===== src/rtl/simon_score_tracker_if.sv =====
// Simon score tracker control/display bundle.
// Master drives the game pulses; slave returns the display outputs.
interface simon_score_tracker_if;
    logic       game_start;
    logic       round_pass;
    logic       round_fail;
    logic       show_best_req;
    logic [5:0] result_data;
    logic       display_blank;
    logic       new_best;
    logic       game_over;

    modport master (
        output game_start,
        output round_pass,
        output round_fail,
        output show_best_req,
        input  result_data,
        input  display_blank,
        input  new_best,
        input  game_over
    );

    modport slave (
        input  game_start,
        input  round_pass,
        input  round_fail,
        input  show_best_req,
        output result_data,
        output display_blank,
        output new_best,
        output game_over
    );
endinterface


===== src/rtl/simon_score_tracker.sv =====
// Simon Says score/best tracker driving the 6-bit seven-segment value.
// Blinks after a new best and can briefly show the best score.
module simon_score_tracker #(
    parameter int MAX_SCORE    = 63,
    parameter int FLASH_CYCLES = 25_000_000,
    parameter int SHOW_CYCLES  = 100_000_000
) (
    input logic                  clk,
    input logic                  reset,
    simon_score_tracker_if.slave bus
);
    localparam int FW = (FLASH_CYCLES > 1) ? $clog2(FLASH_CYCLES) : 1;
    localparam int SW = (SHOW_CYCLES > 1) ? $clog2(SHOW_CYCLES) : 1;
    localparam logic [FW-1:0] FLASH_LAST = FW'(FLASH_CYCLES - 1);
    localparam logic [SW-1:0] SHOW_LAST  = SW'(SHOW_CYCLES - 1);
    localparam logic [5:0]    SCORE_MAX  = 6'(MAX_SCORE);

    typedef enum logic [1:0] {
        IDLE,
        PLAYING,
        OVER,
        SHOW_BEST
    } state_t;

    state_t        state_q, state_n;
    logic          ret_over_q, ret_over_n;
    logic [5:0]    score_q, score_n;
    logic [5:0]    best_q, best_n;
    logic          new_best_q, new_best_n;
    logic          blank_q, blank_n;
    logic          game_over_q, game_over_n;
    logic [5:0]    result_q, result_n;
    logic [FW-1:0] blink_q, blink_n;
    logic [SW-1:0] show_q, show_n;

    always_ff @(posedge clk) begin
        if (reset) begin
            state_q     <= IDLE;
            ret_over_q  <= 1'b0;
            score_q     <= '0;
            best_q      <= '0;
            new_best_q  <= 1'b0;
            blank_q     <= 1'b0;
            game_over_q <= 1'b0;
            result_q    <= '0;
            blink_q     <= '0;
            show_q      <= '0;
        end else begin
            state_q     <= state_n;
            ret_over_q  <= ret_over_n;
            score_q     <= score_n;
            best_q      <= best_n;
            new_best_q  <= new_best_n;
            blank_q     <= blank_n;
            game_over_q <= game_over_n;
            result_q    <= result_n;
            blink_q     <= blink_n;
            show_q      <= show_n;
        end
    end

    always_comb begin
        state_n    = state_q;
        ret_over_n = ret_over_q;
        score_n    = score_q;
        best_n     = best_q;
        new_best_n = new_best_q;
        blank_n    = 1'b0;
        blink_n    = '0;
        show_n     = '0;

        unique case (state_q)
            IDLE: begin
                if (bus.game_start) begin
                    state_n = PLAYING;
                    score_n = '0;
                end else if (bus.show_best_req) begin
                    state_n    = SHOW_BEST;
                    ret_over_n = 1'b0;
                end
            end
            PLAYING: begin
                if (bus.game_start) begin
                    score_n = '0;
                end else if (bus.round_fail) begin
                    state_n = OVER;
                    if (score_q > best_q) begin
                        best_n     = score_q;
                        new_best_n = 1'b1;
                    end
                end else if (bus.round_pass) begin
                    if (score_q != SCORE_MAX)
                        score_n = score_q + 6'd1;
                end
            end
            OVER: begin
                if (bus.game_start) begin
                    state_n    = PLAYING;
                    score_n    = '0;
                    new_best_n = 1'b0;
                end else if (bus.show_best_req) begin
                    state_n    = SHOW_BEST;
                    ret_over_n = 1'b1;
                end else if (new_best_q) begin
                    // Half-period counter; blank flips each time it wraps.
                    if (blink_q == FLASH_LAST) begin
                        blink_n = '0;
                        blank_n = ~blank_q;
                    end else begin
                        blink_n = blink_q + 1'b1;
                        blank_n = blank_q;
                    end
                end
            end
            SHOW_BEST: begin
                if (bus.game_start) begin
                    state_n    = PLAYING;
                    score_n    = '0;
                    new_best_n = 1'b0;
                end else if (bus.show_best_req) begin
                    show_n = '0;
                end else if (show_q == SHOW_LAST) begin
                    state_n = ret_over_q ? OVER : IDLE;
                end else begin
                    show_n = show_q + 1'b1;
                end
            end
            default: state_n = IDLE;
        endcase

        game_over_n = (state_n == OVER) ||
                      (state_n == SHOW_BEST && ret_over_n);
        result_n    = (state_n == SHOW_BEST) ? best_n : score_n;
    end

    assign bus.result_data   = result_q;
    assign bus.display_blank = blank_q;
    assign bus.new_best      = new_best_q;
    assign bus.game_over     = game_over_q;
endmodule


===== src/flat_wrapper.sv =====
// flat-port wrapper written by rule: the top's interface ports become plain ports
module simon_score_tracker_flat 
#(
    parameter int MAX_SCORE    = 63,
    parameter int FLASH_CYCLES = 25_000_000,
    parameter int SHOW_CYCLES  = 100_000_000
)
  (clk, reset, bus_game_start, bus_round_pass, bus_round_fail, bus_show_best_req, bus_result_data, bus_display_blank, bus_new_best, bus_game_over);
  simon_score_tracker_if bus_i ();
  input logic clk;
  input logic reset;
  input wire logic [$bits(bus_i.game_start)-1:0] bus_game_start;
  input wire logic [$bits(bus_i.round_pass)-1:0] bus_round_pass;
  input wire logic [$bits(bus_i.round_fail)-1:0] bus_round_fail;
  input wire logic [$bits(bus_i.show_best_req)-1:0] bus_show_best_req;
  output wire logic [$bits(bus_i.result_data)-1:0] bus_result_data;
  output wire logic [$bits(bus_i.display_blank)-1:0] bus_display_blank;
  output wire logic [$bits(bus_i.new_best)-1:0] bus_new_best;
  output wire logic [$bits(bus_i.game_over)-1:0] bus_game_over;
  assign bus_i.game_start = bus_game_start;
  assign bus_i.round_pass = bus_round_pass;
  assign bus_i.round_fail = bus_round_fail;
  assign bus_i.show_best_req = bus_show_best_req;
  assign bus_result_data = bus_i.result_data;
  assign bus_display_blank = bus_i.display_blank;
  assign bus_new_best = bus_i.new_best;
  assign bus_game_over = bus_i.game_over;
  simon_score_tracker #(.MAX_SCORE(MAX_SCORE), .FLASH_CYCLES(FLASH_CYCLES), .SHOW_CYCLES(SHOW_CYCLES)) u_core (.clk(clk), .reset(reset), .bus(bus_i));
endmodule

===== config.mk =====
export PLATFORM = sky130hd
export DESIGN_NAME = simon_score_tracker_flat
export DESIGN_NICKNAME = d
export VERILOG_FILES = /design/src/rtl/simon_score_tracker_if.sv /design/src/rtl/simon_score_tracker.sv /design/src/flat_wrapper.sv
export SDC_FILE = /design/constraint.sdc
export NUM_CORES = 1
export LEC_CHECK = 0
export CAP_MARGIN = 20
export CORE_ASPECT_RATIO = 1.25
export CORE_MARGIN = 4
export CORE_UTILIZATION = 54
export DETAILED_ROUTE_END_ITERATION = 6
export GPL_TIMING_DRIVEN = 0
export PLACE_DENSITY_LB_ADDON = 0.15
export SLEW_MARGIN = 30
export SYNTH_ARGS = -nofsm -noshare
export SYNTH_HDL_FRONTEND = slang
export SYNTH_SLANG_ARGS = --single-unit

===== constraint.sdc =====
create_clock -name clk -period 1.97 [get_ports clk]
set_clock_uncertainty 0.05 [all_clocks]
set_input_delay 0.394 -clock clk [delete_from_list [all_inputs] [get_ports clk]]
set_output_delay 0.394 -clock clk [all_outputs]
set_load 0.01 [all_outputs]

* Yosys cells after proc, flatten, opt, wreduce, memory -nomap -nowiden
Cells that the tools add are included.
** Storage, ports and cells
- Bits in registers :: 76
- Input port bits :: 6
- Word-level logic and storage cells :: 71
** Operators by class
- Add/subtract/negate cells :: 3
- $lt $le $gt $ge :: 1
- Equality and inequality tests :: 12
- Muxes and demuxes :: 30
- Bitwise operators :: 4
- Reductions and logical operators :: 11
** Operators by type and width (count)
- 6-bit two-way mux :: 10
- 27-bit by 1-bit adder with 27-bit output, second input constant :: 1
- 27-bit equality test, second input constant :: 1
- 25-bit by 1-bit adder with 25-bit output, second input constant :: 1
- 25-bit equality test, second input constant :: 1
- 2-bit two-way mux :: 8
- 6-bit one-hot mux with 2 select lines :: 1
- 5-bit OR reduction :: 2
- 2-bit equality test, second input constant :: 4
- 1-bit two-way mux :: 8
- 6-bit by 1-bit adder with 6-bit output, second input constant :: 1
- 6-bit greater-than comparator :: 1
- 6-bit != test, second input constant :: 1
- 2-bit one-hot mux with 3 select lines :: 1
- 6-bit OR reduction :: 1
- 5-bit AND reduction :: 1
- 2-bit by 1-bit != test with 1-bit output, second input constant :: 2
- 2-bit != test, second input constant :: 2
- 1-bit inverter :: 4
- 1-bit one-hot mux with 2 select lines :: 2
- 2-bit OR reduction :: 2
- 3-bit OR reduction :: 1
- 2-bit by 1-bit equality test with 1-bit output, second input constant :: 1
- 2-bit zero test :: 1
- 3 further kinds :: 3

* Depth between registers and ports, before layout
- Depth after elaboration :: 8
- Gate-level depth with buffers :: 8
- Mapped depth without buffers :: 7

* Worst setup path before layout
Ideal clock, no wire load.
- Kind :: register -> register
- From :: register u_core.best_q[4]
- To :: register u_core.result_q[3] (netlist: u_core.bus.result_data[3])
- Arrival time :: 1834 ps
- Path slack :: -9 ps
- Stages on the path, launching flop included :: 8
- Clock period less this slack :: 1979 ps
- Cells stage by stage :: dfxtp_1 > inv_1 > ha_1 > and4_1 > o21a_1 > o31ai_1 > nand2_1 > a221oi_1
** On the way
- Word-level cells in the longest chain between the ends :: 6
** Ends and longest elaborated chain
- start: declaration :: line simon_score_tracker.sv:28 : logic [5:0] best_q, best_n;
- start signal: assignment :: line simon_score_tracker.sv:52 : best_q <= best_n;
- 6-bit greater-than comparator :: line simon_score_tracker.sv:87 : if (score_q > best_q) begin
- 6-bit two-way mux :: line simon_score_tracker.sv:87
- 6-bit two-way mux :: line simon_score_tracker.sv:85 : end else if (bus.round_fail) begin
- 6-bit two-way mux :: line simon_score_tracker.sv:83 : if (bus.game_start) begin
- 6-bit two-way mux :: line simon_score_tracker.sv:72 : unique case (state_q)
- 6-bit two-way mux :: line simon_score_tracker.sv:133 : result_n = (state_n == SHOW_BEST) ? best_n : score_n;
- end signal: assignment :: line simon_score_tracker.sv:56 : result_q <= result_n;
- end: declaration :: line simon_score_tracker.sv:32 : logic [5:0] result_q, result_n;
Every way passes these cells.
A chain may end at the register's enable or synchronous reset.

* Final worst setup path
- From :: register u_core.show_q[10]
- To :: register u_core.result_q[3] (netlist: u_core.bus.result_data[3])
** On the way
- Word-level cells in the longest chain between the ends :: 7
** Ends and longest elaborated chain
- start: declaration :: line simon_score_tracker.sv:34 : logic [SW-1:0] show_q, show_n;
- start signal: assignment :: line simon_score_tracker.sv:58 : show_q <= show_n;
- 27-bit equality test :: line simon_score_tracker.sv:122 : end else if (show_q == SHOW_LAST) begin
- 2-bit two-way mux :: line simon_score_tracker.sv:122
- 2-bit two-way mux :: line simon_score_tracker.sv:120 : end else if (bus.show_best_req) begin
- 2-bit two-way mux :: line simon_score_tracker.sv:116 : if (bus.game_start) begin
- 2-bit one-hot mux with 3 select lines :: line simon_score_tracker.sv:72
- 2-bit equality test :: line simon_score_tracker.sv:133
- 6-bit two-way mux :: line simon_score_tracker.sv:133
Every way passes these cells.

==> impl_metrics.yaml <==
clocking:
  clock_path_buffers: 2
  cts_hold_buf: 0
  cts.sinks: 76
  cts-buffers-inserted: 9
  cts_tree: "built"
  cts-root-buf: "clkbuf_8"
  clk_pin_slew_worst_paths_ns: 0.08
  insertion_delay_ns: 0.35
  cts_htree_levels: 3
finish:
  fin_nets: 450
  area_delta_synth_final_pct: 23.7
  diodes: 0
  drive_gt1_share_pct: 18.2
  instances_no_fill: 524
  num-fill-cells: 476
pwr:
  max-vdd-ir-drop_v: 0.000614
  power_mw: 2.99
  p_per_area_mw_per_mm2: 694
  leakagePower_nw: 1.51
worst_hold_path:
  hold_path_depth: 1
  hp-start: "u_core.show_q[0]$_SDFF_PP0_"
  holdCritPathClass: "flip-flop to flip-flop"
  min_to: "u_core.show_q[0]$_SDFF_PP0_"
synth:
  netlist_area_sq_mm: 0.00348
  synth_fa_ha_area_share_pct: 3.23
  synth_top_family_by_area: "simple AND/OR/NAND/NOR gates"
  synth_area_per_cell_sq_um: 8.89
  async_reset_ff_share_pct: 0
  syn_inst: 392
  yosys.area_share.simple_pct: 28.3
  synth_compound_area_share_pct: 7.83
  ys_warn_count: 0
  ys_types: 47
  synth_edf_count: 0
  syn-num-nets: 407
  synthXorXnorAreaFrac_pct: 12.6
  seq_area_frac_synth_pct: 43.7
  synth_ff_type: "dfxtp_1"
  ys_ff_latch: 76
  muxShareOfSynthArea_pct: 0.862
worst_setup_path:
  ff2ff_path_depth: 6
  crit_start: "u_core.show_q[10]$_SDFF_PP0_"
  path_max_fanout: 6
  path_delay_family: "simple AND/OR/NAND/NOR gates"
  crit_chain: "or4b_4, nor3_4, and4_4, a2111oi_4, buf_4, a221oi_2"
  reg2reg_from: "u_core.show_q[10]$_SDFF_PP0_"
  critPathArrivalTime_ns: 2.15
  end_kind: "flip-flop"
  crit_slowest_cell: "or4b_4"
  ff2ff_setup_slack_ns: 0.04
  worstReg2RegEnd: "u_core.bus.result_data[3]$_SDFF_PP0_"
  cp-start-kind: "flip-flop"
  critPathKind: "flip-flop to flip-flop"
  cp.required_ns: 2.19
  slowest_delay_ns: 0.54
  path_buf_inv: 1
place:
  place_congestion: 0.914
  dp_cells: 491
  portBuffers: 14
  place_hpwl_um: 4710
sta:
  rsz0062_at_grt: "yes"
  post-route-min-period_ns: 1.93
  drv_slew: 0
  slew-limit-headroom_pct: 60.6
  worstMarginPinSlew_ns: 0.587
  max_freq_mhz: 517
  setup_viol: 0
  fin_crit_sh_pct: 98.1
  finalHoldViolCount: 0
  setup_tns_ns: 0
route:
  drtIter0Drc: 149
  drc: 0
  wirelength_um: 7270
  vias_per_cell: 5.46
  wire_per_inst_um: 13.9
  dr.pass1.iters: 4
  postRouteAntennaNets: 0
  route.vias.total: 2863
die:
  fp.dieW_um: 79.9
  initial_core_util_pct: 56.1
  die_area_sq_mm: 0.00781
  core_area_sq_mm: 0.00621
  io_pins: 15
  fp.dieH_um: 97.8
  core.rowCount: 32
outcome:
  status: "complete, no violations"
job:
  drv_cap: 0
global_routing:
  antenna_found_initial: 0
  grt_max_degree: 13
  grt_pass1_vias: 2695
  overflow: 0
  grtUsageTotal_pct: 19.1
  grt_pass1_wl_um: 12000
kinds of logic (layout without fill, tap and decap cells):
family / after synthesis / after routing
AOI/OAI and AO/OA: 35 / 35
and+or+nand+nor: 194 / 195
xor gates and xnor gates: 50 / 50
DFF: 76 / 76
buffers and inverters: 25 / 71
muxes: 3 / 3
adders and majority gates: 9 / 9
metal layers:
layer | part of all wire [%] | routed length (um) | global-route usage (%)
met1 | 44 | 3200 | 23.2
met2 | 51 | 3690 | 32.2
met3 | 2.9 | 208 | 3.32
met4 | 2.5 | 180 | 9.62
met5 | 0 | 0 | 0
cells in the final DEF, fill, tap and decap left out, types with 3 or more instances in the layout:
cell             netlist  final
nand3_1               25     25
and3_1                14     12
ha_4                   0      3
a21oi_1               13     12
nand4_1               17     17
nand2_1               30     30
dfxtp_2                0     10
a2bb2oi_1              5      4
mux2i_1                3      3
ha_1                   9      6
xor2_1                34     34
clkbuf_1               6      3
xnor2_1               16     16
inv_1                 13     13
o21ai_0                4      4
nor2b_1                4      4
buf_4                  2     19
nor3_1                 8      7
nor2_1                69     66
nand3b_1               3      3
nor2_2                 0      3
clkdlybuf4s50_1        0     13
and4_1                 4      3
clkbuf_8               0     11
dfxtp_1               76     65
worst register-to-register path: cells and delay by family, from the launching register on:
kind	cells	cell delay (ns)
compound gates	2	0.30
buf+inv	1	0.18
flops	1	0.35
simple gates	3	0.97
state kept, by name, indices dropped and copies added (netlist names):
name / count
u_core.best_q: 6
u_core.show_q: 27
u_core.bus.new_best: 1
u_core.score_q: 6
u_core.bus.result_data: 6
u_core.state_q: 2
u_core.blink_q: 25
u_core.ret_over_q: 1
u_core.bus.display_blank: 1
u_core.bus.game_over: 1
cells in the mapped netlist, types with 2 or more instances:
library cell  instances  area, sq um
a2bb2oi_1             5         43.8
nand3_1              25          125
inv_1                13         48.8
buf_4                 2         15.0
nor2_1               69          259
and3_1               14         87.6
nand4b_1              2         17.5
nor3_1                8         40.0
dfxtp_1              76         1520
or3_1                 3         18.8
nor2b_1               4         25.0
and2_1                2         12.5
ha_1                  9          113
mux2i_1               3         30.0
a2111oi_4             2         55.1
a21oi_1              13         65.1
xnor2_1              16          140
buf_6                 3         33.8
nand4_1              17          106
nand3b_1              3         22.5
nor4_1                2         12.5
and4_1                4         35.0
nand2_1              30          113
xor2_1               34          298
nor3_2                2         20.0
o21ai_0               4         20.0
clkbuf_1              6         22.5
nor4_2                2         25.0
area by class of cell:
class	instances	area, sq um	share of cell area, %
Multi-Input combinational cell	292	2000	46.4
Timing Repair Buffer	34	328	7.60
Sequential cell	76	1540	35.7
Clock inverter	4	72.6	1.68
Buffer	9	66.3	1.54
Clock buffer	11	151	3.51
Tap cell	85	106	2.47
Inverter	13	48.8	1.13
per-stage QoR:
stage / hold WS [ns] / setup WS [ns] / instance area (sq um) / utilization (%)
finish: 0.417 / 0.0375 / 4310 / 69.5
global route: 0.444 / -0.0423 / 4310 / 69.5
CTS: 0.390 / 0.00957 / 4090 / 65.8
detailed placement: 0.414 / -0.615 / 3740 / 60.2
global placement: 0.396 / -0.557 / 3740 / 60.2
floorplan: 0.379 / 0.0812 / 3490 / -
repair_timing:
item | CTS | global route
endpoints found under the hold margin | 0 | 0
gates resized for setup | 16 | 28
setup buffers | 9 | 10
setup endpoints to repair | 59 | 54
gates cloned | 0 | 3
pin swaps | 6 | 6
power breakdown:
group	internal (mW)	leakage, nW	switching [mW]
Combinational	0.0545	0.781	0.0597
Clock	0.773	0.111	0.555
Sequential	1.54	0.619	0.00718
worst max-delay path by stage:
| stage | endpoint | depth (start not counted) |
|---|---|---|
| 4_1_cts | u_core.best_q[1]$_SDFF_PP0_ | 8 |
| 6_report | u_core.bus.result_data[3]$_SDFF_PP0_ | 6 |
| 2_1_floorplan | u_core.show_q[9]$_SDFF_PP0_ | 8 |
| 3_3_place_gp | u_core.bus.result_data[2]$_SDFF_PP0_ | 5 |
| 3_5_place_dp | u_core.show_q[19]$_SDFF_PP0_ | 7 |
| 5_1_grt | u_core.best_q[1]$_SDFF_PP0_ | 8 |
No activity file was read; power rests on OpenSTA's default activity.
